===== config.mk =====
export PLATFORM = sky130hd
export DESIGN_NAME = switch_reader
export DESIGN_NICKNAME = d
export VERILOG_FILES = /design/src/rtl/switch_reader.sv
export SDC_FILE = /design/constraint.sdc
export NUM_CORES = 1
export LEC_CHECK = 0
export BUFFER_PORTS_ARGS = -buffer_cell sky130_fd_sc_hd__buf_4
export CORE_ASPECT_RATIO = 0.5
export CORE_MARGIN = 5
export CORE_UTILIZATION = 61
export CTS_BUF_LIST = sky130_fd_sc_hd__clkbuf_8
export CTS_CLUSTER_SIZE = 25
export DETAILED_ROUTE_END_ITERATION = 10
export PLACE_DENSITY = 0.81
export SKIP_CTS_REPAIR_TIMING = 1
export SYNTH_ARGS = -nofsm -noshare
export SYNTH_HDL_FRONTEND = slang
export SYNTH_SLANG_ARGS = --single-unit
export TNS_END_PERCENT = 30

===== constraint.sdc =====
create_clock -name clk100mhz -period 2.1 [get_ports clk100mhz]
set_input_delay 0.105 -clock clk100mhz [delete_from_list [all_inputs] [get_ports clk100mhz]]
set_output_delay 0.105 -clock clk100mhz [all_outputs]
set_load 0.03 [all_outputs]

===== src/rtl/switch_reader.sv =====
// Debounced reader for eight slide switches and one pushbutton; each clean
// press captures the stable switch byte and pulses data_valid for one cycle.
module switch_reader #(
    parameter int unsigned DEBOUNCE_CYCLES = 1_000_000
) (
    input  logic       clk100mhz,
    input  logic       rst,
    input  logic [7:0] sw,
    input  logic       btn,
    output logic [7:0] sw_stable,
    output logic [7:0] data_out,
    output logic       data_valid,
    output logic       btn_held,
    output logic [7:0] press_count
);

    localparam int unsigned CW = $clog2(DEBOUNCE_CYCLES);
    localparam logic [CW-1:0] CNT_LAST = CW'(DEBOUNCE_CYCLES - 1);

    typedef enum logic [1:0] {
        IDLE,
        PRESS_WAIT,
        PRESSED,
        RELEASE_WAIT
    } state_t;

    // Two-flop synchroniser; bit 8 carries the button.
    logic [8:0] sync1;
    logic [8:0] sync2;
    logic [7:0] sw_s;
    logic       btn_s;

    always_ff @(posedge clk100mhz) begin
        if (rst) begin
            sync1 <= '0;
            sync2 <= '0;
        end else begin
            sync1 <= {btn, sw};
            sync2 <= sync1;
        end
    end

    assign sw_s  = sync2[7:0];
    assign btn_s = sync2[8];

    // Switch filter: any difference from the candidate restarts the count.
    logic [7:0]    sw_cand;
    logic [CW-1:0] scnt;

    always_ff @(posedge clk100mhz) begin
        if (rst) begin
            sw_cand   <= '0;
            scnt      <= '0;
            sw_stable <= '0;
        end else if (sw_s != sw_cand) begin
            sw_cand <= sw_s;
            scnt    <= '0;
        end else if (scnt == CNT_LAST) begin
            sw_stable <= sw_cand;
        end else begin
            scnt <= scnt + CW'(1);
        end
    end

    // Button FSM
    state_t        state_q;
    state_t        state_n;
    logic [CW-1:0] bcnt_q;
    logic [CW-1:0] bcnt_n;
    logic          accept;

    always_comb begin
        state_n = state_q;
        bcnt_n  = bcnt_q;
        accept  = 1'b0;
        case (state_q)
            IDLE: begin
                if (btn_s) begin
                    state_n = PRESS_WAIT;
                    bcnt_n  = '0;
                end
            end
            PRESS_WAIT: begin
                if (!btn_s) begin
                    state_n = IDLE;
                end else if (bcnt_q == CNT_LAST) begin
                    state_n = PRESSED;
                    accept  = 1'b1;
                end else begin
                    bcnt_n = bcnt_q + CW'(1);
                end
            end
            PRESSED: begin
                if (!btn_s) begin
                    state_n = RELEASE_WAIT;
                    bcnt_n  = '0;
                end
            end
            RELEASE_WAIT: begin
                if (btn_s) begin
                    state_n = PRESSED;
                end else if (bcnt_q == CNT_LAST) begin
                    state_n = IDLE;
                end else begin
                    bcnt_n = bcnt_q + CW'(1);
                end
            end
            default: begin
                state_n = IDLE;
                bcnt_n  = '0;
            end
        endcase
    end

    // btn_held decodes the next state so it tracks the state register exactly.
    always_ff @(posedge clk100mhz) begin
        if (rst) begin
            state_q     <= IDLE;
            bcnt_q      <= '0;
            data_valid  <= 1'b0;
            data_out    <= '0;
            press_count <= '0;
            btn_held    <= 1'b0;
        end else begin
            state_q    <= state_n;
            bcnt_q     <= bcnt_n;
            data_valid <= accept;
            btn_held   <= (state_n == PRESSED) || (state_n == RELEASE_WAIT);
            if (accept) begin
                data_out    <= sw_stable;
                press_count <= press_count + 8'd1;
            end
        end
    end

endmodule

Word-level counts from Yosys, hierarchy flattened
Cells that the tools add are included.
{"block": "totals", "ff_bits": 94, "elab_cells": 48, "in_bits": 11, "out_inout_bits": 26}
{"block": "op_classes", "muxes": 16, "eq_ne": 12, "n_reduce_logical": 5, "n_bitwise": 1, "n_addsub": 3}
{"operator": "20-bit two-way mux", "count": 5}
{"operator": "20-bit case mux with 4 select lines", "count": 1}
{"operator": "20-bit by 1-bit adder with 20-bit output, second input constant", "count": 2}
{"operator": "20-bit equality test, second input constant", "count": 2}
{"operator": "2-bit two-way mux", "count": 6}
{"operator": "8-bit by 1-bit adder with 8-bit output, second input constant", "count": 1}
{"operator": "2-bit equality test, second input constant", "count": 4}
{"operator": "2-bit inequality test, second input constant", "count": 4}
{"operator": "8-bit inequality test", "count": 1}
{"operator": "2-bit case mux with 4 select lines", "count": 1}
{"operator": "4-bit AND reduction", "count": 1}
{"operator": "1-bit two-way mux", "count": 3}
{"operator": "2-bit by 1-bit equality test with 1-bit output, second input constant", "count": 1}
{"operator": "2-bit zero test", "count": 1}
{"operator": "2-bit AND reduction", "count": 1}
{"operator": "2-bit OR reduction", "count": 1}
{"operator": "1-bit logical OR", "count": 1}
{"operator": "1-bit inverter", "count": 1}

Depth between registers and ports, before layout
Gate-level depths: netlist of run 1.
{"block": "depth", "word_depth": 6, "ltp_mapped": 6, "ltp_nobuf": 5}

Least setup slack after synthesis of run 1
OpenSTA, ideal clock, no wires.
{"block": "synth_timing", "path_type": "flip-flop to flip-flop", "start": "reg, netlist name btn_held", "end": "reg bcnt_q[15]", "setup_slack_ps": 286, "period_less_slack_ps": 1814, "arrival_time_ps": 1743, "n_path_buf": 0, "t_required_ps": 2029, "setup_time_ps": 71, "path_stages_with_launch": 5, "cell_sequence": "dfxtp_1 xor2_2 nand4_1 or4_1 a21oi_1"}
{"item": "end signal: assignment", "line_no": "126", "rtl": "bcnt_q <= bcnt_n;"}
{"item": "end: declaration", "line_no": "68", "rtl": "logic [CW-1:0] bcnt_q;"}

Final worst setup path of run 1
{"block": "layout_timing", "start": "reg bcnt_q[7]", "end": "reg press_count[7]"}
{"block": "layout_between", "elab_chain_len": 4}
{"item": "20-bit equality test", "line_no": "86", "rtl": "end else if (bcnt_q == CNT_LAST) begin"}
{"item": "1-bit two-way mux", "line_no": "86"}
{"item": "1-bit two-way mux", "line_no": "84", "rtl": "if (!btn_s) begin"}
{"item": "1-bit two-way mux", "line_no": "76", "rtl": "case (state_q)"}
{"item": "end signal: assignment", "line_no": "131", "rtl": "press_count <= press_count + 8'd1;"}
{"item": "end: declaration", "line_no": "14", "rtl": "output logic [7:0] press_count"}
No other way between the ends.
A chain may end at the register's enable or synchronous reset.

==> flow_metrics.env, run 1 <==
export IMPL_status="complete, no violations"
export IMPL_die_w_microns=126
export IMPL_clockBufferDepth=2
export IMPL_vias=3505
export IMPL_insertion_delay_ns=0.37
export IMPL_timing_slew_headroom_pct=47.4
export IMPL_synth_cell_types=66
export IMPL_drtPass1Iterations=4
export IMPL_diodes=0
export IMPL_crit_required_ns=2.35
export IMPL_layout_drive_gt1_share_pct=18.0
export IMPL_post_drt_wl_per_cell_microns=14.7
export IMPL_placed_cell_area_sq_um=4520
export IMPL_fmax_mhz=508
export IMPL_place_inst=573
export IMPL_grt_use_total_pct=21.0
export IMPL_final_hold_violation_count=0
export IMPL_synth_seq_cells=93
export IMPL_synth_area_leader_cell="dfxtp_1"
export IMPL_detail_route_antenna_nets=0
export IMPL_synth_net_count=461
export IMPL_grt_max_degree=39
export IMPL_synth_cell_area_sq_um=4100
export IMPL_async_reset_ff_share_pct=0
export IMPL_postRouteWirelength_mm=8.80
export IMPL_cts_made_buffers=9
export IMPL_grt_pass1_wl_mm=14.2
export IMPL_ff2ff_setup_slack_ns=0.13
export IMPL_cts_htree_levels=3
export IMPL_ys_warnings_count=0
export IMPL_synthTopCellsByArea="dfxtp_1, nor2b_1, a21oi_1, nand3_1, nand4_1"
export IMPL_initial_core_util_pct=62.1
export IMPL_drtIter0Drc=221
export IMPL_vias_per_cell=5.86
export IMPL_min_delay_start="rst"
export IMPL_overflow=0
export IMPL_worst_pin_slew_ns=0.783
export IMPL_dp_slack_ns=0.205
export IMPL_seq_area_sq_um=1860
export IMPL_slew_viol_final=0
export IMPL_syn_inst=447
export IMPL_min_to="data_out[7]"
export IMPL_n_fill_cell=483
export IMPL_leakagePower_nw=1.76
export IMPL_hold_path_cell_count=2
export IMPL_gp_congestion=0.864
export IMPL_crit_reg2reg_launch="bcnt_q[7]"
export IMPL_yosysSeqAreaShare_pct=45.5
export IMPL_period_minus_slack_ns=1.97
export IMPL_clock_skew_ns=0.00892
export IMPL_antenna_found_initial=0
export IMPL_synth_area_per_cell_sq_um=9.16
export IMPL_cp_end_kind="register"
export IMPL_numClockSinks=93
export IMPL_cts_tree="built"
export IMPL_synth_flop_cell="dfxtp_1"
export IMPL_ctsRootBufferMaster="clkbuf_8"
export IMPL_cap_viol_max_count=0
export IMPL_hp_class="input port to register"
export IMPL_dp_hpwl_mm=6.01
export IMPL_port_buffers=36
export IMPL_worst_setup_path_type="register to register"
export IMPL_multi_input_area_sq_um=2130
export IMPL_setup_violations_final=0
export IMPL_reg2reg_depth=5
export IMPL_fin_cells=598
export IMPL_stdcell_area_sq_um=4800
export IMPL_totalPowerFinal_mw=3.02
export IMPL_final_util_pct=72.8
export IMPL_die_height_microns=67.9
export IMPL_synth_top_area_share_pct=45.5
export IMPL_ir_drop_mv=0.404
export IMPL_fin_ws_ns=0.130
export IMPL_rows=21
export IMPL_io_pins=37
export IMPL_r2r_end="press_count[7]"
export IMPL_worstPathArrival_ns=2.22
export IMPL_startpoint_type="register"
export IMPL_area_growth_pct=17.2
export IMPL_p_per_area_nw_per_um2=629
export IMPL_coreArea_sq_um=6600
export IMPL_period_share_pct=93.8
export IMPL_fp_dieArea_sq_um=8550
export IMPL_critPathMaxFanout=15
export IMPL_synth_edf_count=0
export IMPL_path_clk_slew_ns=0.09
export IMPL_nets=515
export IMPL_grt_pass1_vias=3155
export IMPL_drc=0
## flip-flops by register name (all words and copies together) (netlist names)
signal / count
bcnt_q: 20
btn_held: 1
data_out: 8
data_valid: 1
press_count: 8
scnt: 20
state_q: 1
sw_cand: 8
sw_stable: 8
sync1: 9
sync2: 9
## logic make-up (layout without fill, tap and decap cells)
family                     after synthesis  in the layout  synth area share (%)
AOI/OAI and AO/OA                       80             80                  12.2
xor gates and xnor gates                22             22                  4.89
adders and majority gates                3              3                 0.917
buffers and inverters                   28             87                  2.78
DFF                                     93             93                  45.5
muxes                                   15             15                  3.79
and+or+nand+nor                        206            206                  29.9
## cells in the mapped netlist (all sizes together) (3+ instances only)
cell,count
nor2b,29
nand4,24
nor4,11
mux2,4
buf,6
xnor2,9
and3,3
clkbuf,12
inv,9
a32o,4
o31ai,5
nor3,13
mux2i,11
a21oi,33
o21ai,20
or3,6
xor2,13
nor4b,5
nand3,31
nand2,31
and2,4
dfxtp,93
or4,5
and4,7
nor2,24
ha,3
## power by group
part / leakage, nW / internal (mW) / switching (mW)
logic: 0.917 / 0.0649 / 0.0845
registers: 0.754 / 1.78 / 0.0132
clock network: 0.0857 / 0.457 / 0.615
## per-layer routing
metal | vias to the layer above | global-route usage (%) | part of all wire, %
met3 | 16 | 7.56 | 5.1
li1 | 1754 | - | -
met5 | - | 0 | 0
met4 | 0 | 8.56 | 1.5
met1 | 1666 | 24.7 | 44
met2 | 69 | 35.8 | 50
## critical path, cell delays in order (launching register included)
cell	delay, ns
dfxtp_1	0.36
nor4b_1	0.45
nand4_1	0.31
buf_4	0.27
o311ai_0	0.32
o41ai_1	0.13
## worst max path at each step
stage               startpoint              to  slack [ns]  cells after the start
finish               bcnt_q[7]  press_count[7]        0.13                      5
global route         bcnt_q[9]  press_count[7]       -0.02                      5
CTS                    scnt[0]         scnt[4]        0.19                      6
detailed placement     scnt[0]         scnt[4]        0.21                      6
global placement     bcnt_q[0]  press_count[7]        0.29                      6
floorplan             btn_held      bcnt_q[15]        0.29                      4
## cells in the final DEF, fill, tap and decap left out, drive strengths merged, types with 6 or more instances in the layout
master,count
buf,52
nand3,31
xnor2,9
or3,6
nor4,11
dlygate4sd3,9
a21oi,33
nor2b,29
dfxtp,93
inv,10
o21ai,20
nand2,31
clkbuf,10
nor2,24
and4,7
mux2i,11
xor2,13
nand4,24
nor3,13
## final cells by class
class | instances | area share, %
Clock buffer | 10 | 2.87
Clock inverter | 6 | 0.834
Inverter | 10 | 0.782
Multi-Input combinational cell | 326 | 44.3
Sequential cell | 93 | 38.8
Tap cell | 92 | 2.40
Timing Repair Buffer | 61 | 10.0
## through the flow
| stage | TNS [ns] | hold WS, ns |
|---|---|---|
| 2_1_floorplan | 0 | 0.233 |
| 3_3_place_gp | 0 | 0.314 |
| 3_5_place_dp | 0 | 0.320 |
| 4_1_cts | 0 | -0.0755 |
| 5_1_grt | -0.0282 | 0.0813 |
| 6_report | 0 | 0.0692 |
Note: power is estimated with default switching activity, not from simulation.
==> run 2: changes to the inputs <==
--- a/config.mk
+++ b/config.mk
@@ -5,14 +5,14 @@
 export SDC_FILE = /design/constraint.sdc
 export NUM_CORES = 1
 export LEC_CHECK = 0
-export BUFFER_PORTS_ARGS = -buffer_cell sky130_fd_sc_hd__buf_4
 export CORE_ASPECT_RATIO = 0.5
 export CORE_MARGIN = 5
-export CORE_UTILIZATION = 61
+export CORE_UTILIZATION = 66
 export CTS_BUF_LIST = sky130_fd_sc_hd__clkbuf_8
 export CTS_CLUSTER_SIZE = 25
 export DETAILED_ROUTE_END_ITERATION = 10
-export PLACE_DENSITY = 0.81
+export DONT_BUFFER_PORTS = 1
+export PLACE_DENSITY = 0.82
 export SKIP_CTS_REPAIR_TIMING = 1
 export SYNTH_ARGS = -nofsm -noshare
 export SYNTH_HDL_FRONTEND = slang
==> flow_metrics.env, run 2 (same netlist as run 1, synthesis figures left out) <==
export IMPL_status="complete, but fails checks"
export IMPL_violations="hold timing"
export IMPL_ctsRootBufferMaster="clkbuf_8"
export IMPL_grt_max_degree=61
export IMPL_cts_htree_levels=3
export IMPL_hp_class="input port to register"
export IMPL_vias_per_cell=6.29
export IMPL_dp_slack_ns=0.156
export IMPL_cp_num_cells=5
export IMPL_diodes=0
export IMPL_crit_chain="nor4b_1, nand4_1, buf_4, o311ai_1, o41ai_1"
export IMPL_slew_viol_final=0
export IMPL_setup_violations_final=0
export IMPL_top_regs="bcnt_q (20), scnt (20)"
export IMPL_fmax_mhz=509
export IMPL_rows=20
export IMPL_multi_input_area_sq_um=2140
export IMPL_crit_family="simple AND/OR/NAND/NOR gates"
export IMPL_p_per_area_nw_per_um2=680
export IMPL_grt_pass1_wl_mm=14.9
export IMPL_final_common_cell="dfxtp_1"
export IMPL_port_buffers=0
export IMPL_ir_drop_mv=0.394
export IMPL_grt_pass1_vias=3190
export IMPL_final_hold_violation_count=2
export IMPL_timing_slew_headroom_pct=65.6
export IMPL_n_fill_cell=419
export IMPL_drtIter0Drc=353
export IMPL_layout_drive_gt1_share_pct=12.3
export IMPL_die_w_microns=121
export IMPL_cp_num_buf_inv=1
export IMPL_worst_setup_path_type="register to register"
export IMPL_critPathMaxFanout=19
export IMPL_coreArea_sq_um=6060
export IMPL_post_drt_wl_per_cell_microns=17.0
export IMPL_drc=0
export IMPL_whs_ns=-0.0174
export IMPL_worstPathArrival_ns=2.20
export IMPL_nets=480
export IMPL_seq_area_sq_um=1860
export IMPL_die_height_microns=65.7
export IMPL_ff2ff_setup_slack_ns=0.13
export IMPL_cts_tree="built"
export IMPL_insertion_delay_ns=0.38
export IMPL_startpoint_type="register"
export IMPL_io_pins=37
export IMPL_postRouteWirelength_mm=9.52
export IMPL_overflow=0
export IMPL_leakagePower_nw=1.59
export IMPL_drtPass1Iterations=7
export IMPL_clock_skew_ns=0.0105
export IMPL_fin_ws_ns=0.134
export IMPL_detail_route_antenna_nets=0
export IMPL_layout_common_cells="dfxtp_1, a21oi_1, nand2_1"
export IMPL_cp_end_kind="register"
export IMPL_antenna_found_initial=0
export IMPL_period_minus_slack_ns=1.97
export IMPL_period_share_pct=93.6
export IMPL_crit_path_top_delay_cell="dfxtp_1"
export IMPL_grt_setup_unrepaired="no"
export IMPL_numClockSinks=93
export IMPL_vias=3518
export IMPL_area_growth_pct=11.8
export IMPL_worst_pin_slew_ns=0.515
export IMPL_gp_congestion=0.963
export IMPL_cts_made_buffers=9
export IMPL_clockBufferDepth=2
export IMPL_grt_use_total_pct=23.5
export IMPL_crit_required_ns=2.34
export IMPL_fin_tns_setup_ns=0
export IMPL_path_clk_slew_ns=0.09
export IMPL_fp_dieArea_sq_um=7980
export IMPL_hold_path_cell_count=2
export IMPL_initial_core_util_pct=67.6
export IMPL_reg2reg_depth=5
export IMPL_dp_hpwl_mm=6.04
export IMPL_cap_viol_max_count=0
export IMPL_worst_path_largest_cell_delay_ns=0.43
==> run 2: per-layer routing <==
layer / GRT usage [%] / vias to the layer above / wire [microns]
met5: 0 / - / 0
met4: 7.68 / 0 / 229
met3: 8.17 / 30 / 730
met2: 41.3 / 164 / 4760
met1: 27.1 / 1650 / 3800
li1: - / 1674 / -
==> run 2: where the power goes <==
group,internal (mW),switching [mW],total [mW]
Combinational,0.0583,0.0838,0.142
Sequential,1.78,0.0142,1.80
Clock,0.543,0.629,1.17
Total,2.39,0.727,3.11
==> run 2: final timing paths <==
path	start	end
hold reg to reg	sync1[3]	sync2[3]
setup / recovery	bcnt_q[9]	press_count[7]
hold / removal	rst	press_count[2]
setup reg to reg	bcnt_q[9]	press_count[7]
==> run 2: final cells by class <==
cell class | count | share of cell area [%]
repair buffers | 26 | 5.08
inverters | 10 | 0.820
flip-flops and latches | 93 | 40.7
clock inverters | 7 | 1.48
well taps | 88 | 2.41
multi-input cells | 326 | 46.8
clock buffers | 9 | 2.71
==> run 2: through the flow <==
stage	power (mW)	util [%]	hold WS [ns]	instance area (sq um)	std cells
after global routing	3.23	75.6	0.00551	4580	559
after CTS	3.08	73.2	-0.212	4430	548
after global placement	1.94	70.0	0.186	4240	532
after floorplan	1.93	-	0.233	4100	447
after detailed placement	1.94	70.0	0.188	4240	532
final	3.11	75.6	-0.0174	4580	559
==> run 2: worst register-to-register path, stage by stage (launching register included) <==
cell and delay (ns):
dfxtp_1 0.43, nor4b_1 0.36, nand4_1 0.23, buf_4 0.25, o311ai_1 0.39, o41ai_1 0.18
